File: src/rtl/rom_stream_reader.sv
// rom_stream_reader: issues credit-limited ROM read bursts and streams the words out through a small FIFO
// Ports: clk/rst (async, active-high); start/base_addr/count request a burst in IDLE;
// rom_cs/rom_addr/rom_data drive and return the registered ROM; out_data/out_valid/out_ready/out_last
// form the output stream; busy covers RUN and DRAIN; done pulses one cycle when the burst completes.
module rom_stream_reader #(
  parameter int DATA_W = 16,
  parameter int ADDR_W = 3,
  parameter int FIFO_DEPTH = 4
) (
  input  logic              clk,
  input  logic              rst,
  input  logic              start,
  input  logic [ADDR_W-1:0] base_addr,
  input  logic [ADDR_W:0]   count,
  output logic              rom_cs,
  output logic [ADDR_W-1:0] rom_addr,
  input  logic [DATA_W-1:0] rom_data,
  output logic [DATA_W-1:0] out_data,
  output logic              out_valid,
  input  logic              out_ready,
  output logic              out_last,
  output logic              busy,
  output logic              done
);
  localparam int PW = $clog2(FIFO_DEPTH);
  localparam int CW = PW + 2;
  typedef enum logic [1:0] {IDLE, RUN, DRAIN} state_t;
  state_t state, state_nx;
  logic [ADDR_W-1:0] addr_ptr, src_addr;
  logic [ADDR_W:0] remaining, src_rem;
  logic rom_last, cap_valid, cap_last;
  logic [DATA_W:0] mem [FIFO_DEPTH];
  logic [PW-1:0] wptr, rptr;
  logic [PW:0] occ;
  logic [CW-1:0] outstanding;
  logic launch, issue, push, pop, head_last, fin;
  always_ff @(posedge clk or posedge rst)
    if (rst) state <= IDLE;
    else state <= state_nx;
  always_comb begin
    state_nx = (state == IDLE && launch) ? RUN :
               (state == RUN && rom_cs && rom_last) ? DRAIN :
               (state == DRAIN && fin) ? IDLE : state;
  end
  // The issue decision is registered into rom_cs, so credits count the read
  // currently on the bus (rom_cs) and the word being captured (cap_valid).
  always_comb begin
    launch = start && count != '0;
    outstanding = CW'(occ) + CW'(rom_cs) + CW'(cap_valid);
    issue = (state == IDLE) ? launch :
            (state == RUN && remaining != '0 && outstanding < CW'(FIFO_DEPTH));
    src_addr = (state == IDLE) ? base_addr : addr_ptr;
    src_rem = (state == IDLE) ? count : remaining;
    busy = state != IDLE;
    out_valid = occ != '0;
    pop = out_valid && out_ready;
    push = cap_valid;
    head_last = mem[rptr][DATA_W];
    out_data = out_valid ? mem[rptr][DATA_W-1:0] : '0;
    out_last = out_valid && head_last;
    fin = state == DRAIN && pop && head_last;
  end
  always_ff @(posedge clk or posedge rst)
    if (rst) begin
      rom_cs <= 1'b0;
      rom_addr <= '0;
      rom_last <= 1'b0;
      addr_ptr <= '0;
      remaining <= '0;
      cap_valid <= 1'b0;
      cap_last <= 1'b0;
      wptr <= '0;
      rptr <= '0;
      occ <= '0;
      done <= 1'b0;
    end else begin
      rom_cs <= issue;
      if (issue) begin
        rom_addr <= src_addr;
        addr_ptr <= src_addr + ADDR_W'(1);
        remaining <= src_rem - (ADDR_W+1)'(1);
        rom_last <= src_rem == (ADDR_W+1)'(1);
      end
      cap_valid <= rom_cs;
      cap_last <= rom_cs && rom_last;
      if (push) wptr <= wptr + PW'(1);
      if (pop) rptr <= rptr + PW'(1);
      occ <= occ + (PW+1)'(push) - (PW+1)'(pop);
      done <= fin || (state == IDLE && start && count == '0);
    end
  always_ff @(posedge clk)
    if (push) mem[wptr] <= {cap_last, rom_data};
endmodule
File: config.mk
export PLATFORM = sky130hd
export DESIGN_NAME = rom_stream_reader
export DESIGN_NICKNAME = d
export VERILOG_FILES = /design/src/rtl/rom_stream_reader.sv
export SDC_FILE = /design/constraint.sdc
export NUM_CORES = 1
export LEC_CHECK = 0
export ABC_AREA = 1
export ABC_CLOCK_PERIOD_IN_PS = 2120
export BUFFER_PORTS_ARGS = -buffer_cell sky130_fd_sc_hd__buf_2
export CAP_MARGIN = 25
export CORE_ASPECT_RATIO = 0.7
export CORE_UTILIZATION = 40
export DETAILED_ROUTE_END_ITERATION = 8
export HOLD_SLACK_MARGIN = 0.15
export REMOVE_ABC_BUFFERS = 1
export SKIP_LAST_GASP = 1
export SYNTH_ARGS = -nofsm -noshare
export SYNTH_HDL_FRONTEND = slang
export SYNTH_SLANG_ARGS = --single-unit
File: constraint.sdc
create_clock -name clk -period 2.12 [get_ports clk]
set_input_delay 0.212 -clock clk [delete_from_list [all_inputs] [get_ports clk]]
set_output_delay 0.212 -clock clk [all_outputs]
set_load 0.01 [all_outputs]
==> metrics.txt <==
Worst Path Buf+Inv 2; gr ovfl total 0; status complete, no violations; synthesis-to-finish area growth 23.9%; Pins Over Slew Limit 0; critical path class register to output port; first drt pass iteration count 4; Worst Path Arrival 1.75 ns; r2r startpoint occ[1]; critical path's slowest cell dfrtp_1; CP Capture Type output port; Synth cell types 27; drt drc 0; type of origin of the critical path register; relative slew slack 76.0%; Cell Area, Synth 3970 um2; CORE AREA 9680 um2; Die Ht 85.4 um; Worst-Margin Slew 0.356 ns; syn avg cell area about 11 um2; worst setup path startpoint rptr[0]; Levels on crit path 5; clock sinks 92; die width 121 um; final WL 8.04 mm; IO buf count 50; data required time of the worst path between 1.5 and 2 ns; critical path fanouts, max 35; met3 Use GR 4.77%; CTS Buf Count 9; number of global-route vias before repair 2,564; Max VDD drop 581 uV; routed vias/inst approximately 4.7; first-pass GRT wire length roughly 13 mm; HP Start count[1]; Skew-Pair Late Insertion Delay around 0.34 ns; clk buf depth 2; Final nets 490; DR iter-0 viols 228; ANT cells 0; Seq/Total Area, Yosys 66.5%; MaxCap Viol Count 0; Final period util 92.8%; Final Wtd Congestion 0.792; utilization after layout between 50% and 60%; Starting Density 41.0%; Worst Hold Depth 4; fmax 509 MHz; Syn Inst Count around 370; CTS tree built; CP Cell Sequence buf_6 -> o21ai_0 -> o22ai_1 -> and2_1 -> buf_2; gr busiest metal met2; root buffer cell clkbuf_16; Top delay family on crit path compound AO/OA/AOI/OAI gates; Worst-path clk slew roughly 0.060 ns; final-report hold violation count 0; Post-Route Skew 0.00707 ns; I/O pin total 51; dpl hpwl slightly above 5 mm; GRT Overall Usage approximately 17%; leakage 0.00206 uW; Power Dens Cells 1080 nW/um2; type of the tightest min-delay check input pin to register; unrepaired setup endpoints after global routing no; die area 10,300 um2; Setup TNS 0 ns; Tmin final just under 2 ns; slowest stage delay, CP about 0.38 ns; vias 2,732; Routed Antenna Nets 0; Finish-stage setup viols 0; met1 Track Usage GR about 23%; initial antenna violation count 0; WL/cell approximately 14 um; Yosys reg bits 92; met2 GRT Util 24.9%; largest net degree at the start of global routing 36; H-tree levels 3; # rows 30; share of layout cells above drive strength 1 18.4%; reg2reg path depth 8; Syn. warnings 0
-- final cells by class --
type | instances | area [um2]
Clock buffer | 9 | 225
Fill cell | 855 | 4760
Multi-Input combinational cell | 236 | 1140
Inverter | 30 | 114
Timing Repair Buffer | 83 | 549
Tap cell | 128 | 160
Clock inverter | 7 | 91.3
Sequential cell | 92 | 2640
-- repair_timing --
| action | in CTS | in global routing |
|---|---|---|
| setup buffers | 0 | 0 |
| resized for setup | 0 | 2 |
| setup endpoints to repair | 0 | 2 |
| hold buffers | 19 | 0 |
| endpoints found under the hold margin | 90 | 0 |
-- cells in the final DEF, fill, tap and decap left out --
| master | netlist | routed |
|---|---|---|
| edfxtp_1 | 68 | 68 |
| clkbuf_16 | 0 | 9 |
| o22ai_1 | 1 | 1 |
| nor3_1 | 1 | 1 |
| nand3_2 | 1 | 1 |
| and2_1 | 2 | 2 |
| o21ai_0 | 36 | 36 |
| xor2_1 | 4 | 4 |
| bufinv_16 | 0 | 2 |
| dfrtp_1 | 24 | 24 |
| o21ai_1 | 2 | 2 |
| clkinv_2 | 0 | 1 |
| nand2_2 | 2 | 2 |
| clkinv_1 | 1 | 3 |
| inv_1 | 28 | 28 |
| o21ai_2 | 1 | 1 |
| nor2_2 | 1 | 1 |
| nand4_1 | 3 | 3 |
| nand3_1 | 14 | 14 |
| dlygate4sd3_1 | 0 | 19 |
| clkinvlp_4 | 0 | 2 |
| ha_1 | 10 | 10 |
| buf_6 | 1 | 1 |
| xnor2_1 | 2 | 2 |
| clkinv_4 | 0 | 1 |
| nand2_1 | 64 | 64 |
| nor2_1 | 74 | 74 |
| buf_2 | 7 | 50 |
| a21oi_1 | 17 | 17 |
| buf_4 | 1 | 13 |
| fa_1 | 1 | 1 |
-- logic make-up after synthesis --
kind of cell / count (synthesis) / share of synthesized area [%]
flip-flops: 92 / 66.5
AND/OR/NAND/NOR: 162 / 16.4
XOR/XNOR: 6 / 1.32
buffers and inverters: 45 / 4.76
AO/OA/AOI/OAI: 57 / 7.31
adder cells (fa/ha/maj): 11 / 3.65
-- power by group --
| part | total (uW) | switching [uW] | internal, uW | leakage (uW) |
|---|---|---|---|---|
| sequential | 2040 | 51.5 | 1990 | 0.000874 |
| combinational | 1610 | 994 | 614 | 0.00104 |
| clock | 1670 | 648 | 1030 | 0.000147 |
-- worst register-to-register path, stage by stage, from the launching register on --
cell and delay (ns):
dfrtp_1 0.44, nor2_1 0.14, nand2_1 0.14, nand2_1 0.21, xnor2_1 0.17, ha_1 0.18, inv_1 0.05, fa_1 0.37
xor2_1 0.17
-- synthesized netlist by cell type --
| master | instances | area (um2) |
|---|---|---|
| and2_1 | 2 | 12.5 |
| fa_1 | 1 | 20.0 |
| nor3_1 | 1 | 5.00 |
| o21ai_0 | 36 | 180 |
| nor2_1 | 74 | 278 |
| buf_2 | 7 | 35.0 |
| xor2_1 | 4 | 35.0 |
| a21oi_1 | 17 | 85.1 |
| nand3_1 | 14 | 70.1 |
| nand2_1 | 64 | 240 |
| inv_1 | 28 | 105 |
| clkinv_1 | 1 | 3.75 |
| nand4_1 | 3 | 18.8 |
| clkbuf_1 | 6 | 22.5 |
| buf_4 | 1 | 7.51 |
| ha_1 | 10 | 125 |
| o21ai_2 | 1 | 8.76 |
| inv_2 | 1 | 3.75 |
| edfxtp_1 | 68 | 2040 |
| xnor2_1 | 2 | 17.5 |
| dfrtp_1 | 24 | 601 |
| o22ai_1 | 1 | 6.26 |
| o21ai_1 | 2 | 10.0 |
| nor2_2 | 1 | 6.26 |
| nand2_2 | 2 | 12.5 |
| buf_6 | 1 | 11.3 |
| nand3_2 | 1 | 10.0 |
-- state kept, by name, summed over array words and instances (netlist names) --
name,cells
addr_ptr,3
cap_last,1
cap_valid,1
done,1
mem,68
occ,3
remaining,4
rom_addr,3
rom_cs,1
rom_last,1
rptr,2
state,2
wptr,2
-- through the flow --
step,hold slack (ns),worst slack (ns),power (uW),area [um2],instances
finish,0.225,0.154,5320,4920,585
global route,0.247,0.00540,5620,4920,585
CTS,0.206,0.0708,5370,4920,585
detailed placement,0.283,0.206,3660,4410,550
global placement,0.275,0.345,3620,4410,550
floorplan,0.227,0.288,3010,3900,358
-- final timing paths --
check	to	slack, ns
worst max-delay path	out_last	0.15
worst min-delay path	done	0.23
worst max register to register	occ[2]	0.16
worst min register to register	rom_addr[0]	0.50
max in group asynchronous	occ[2]	1.42
min in group asynchronous	rom_addr[0]	0.45
-- metal layers --
metal | wire length [um] | vias to the layer above
met4 | 87 | 0
met2 | 3590 | 67
li1 | - | 1394
met3 | 465 | 8
met5 | 0 | -
met1 | 3890 | 1263
Note: power is estimated with default switching activity, not from simulation.
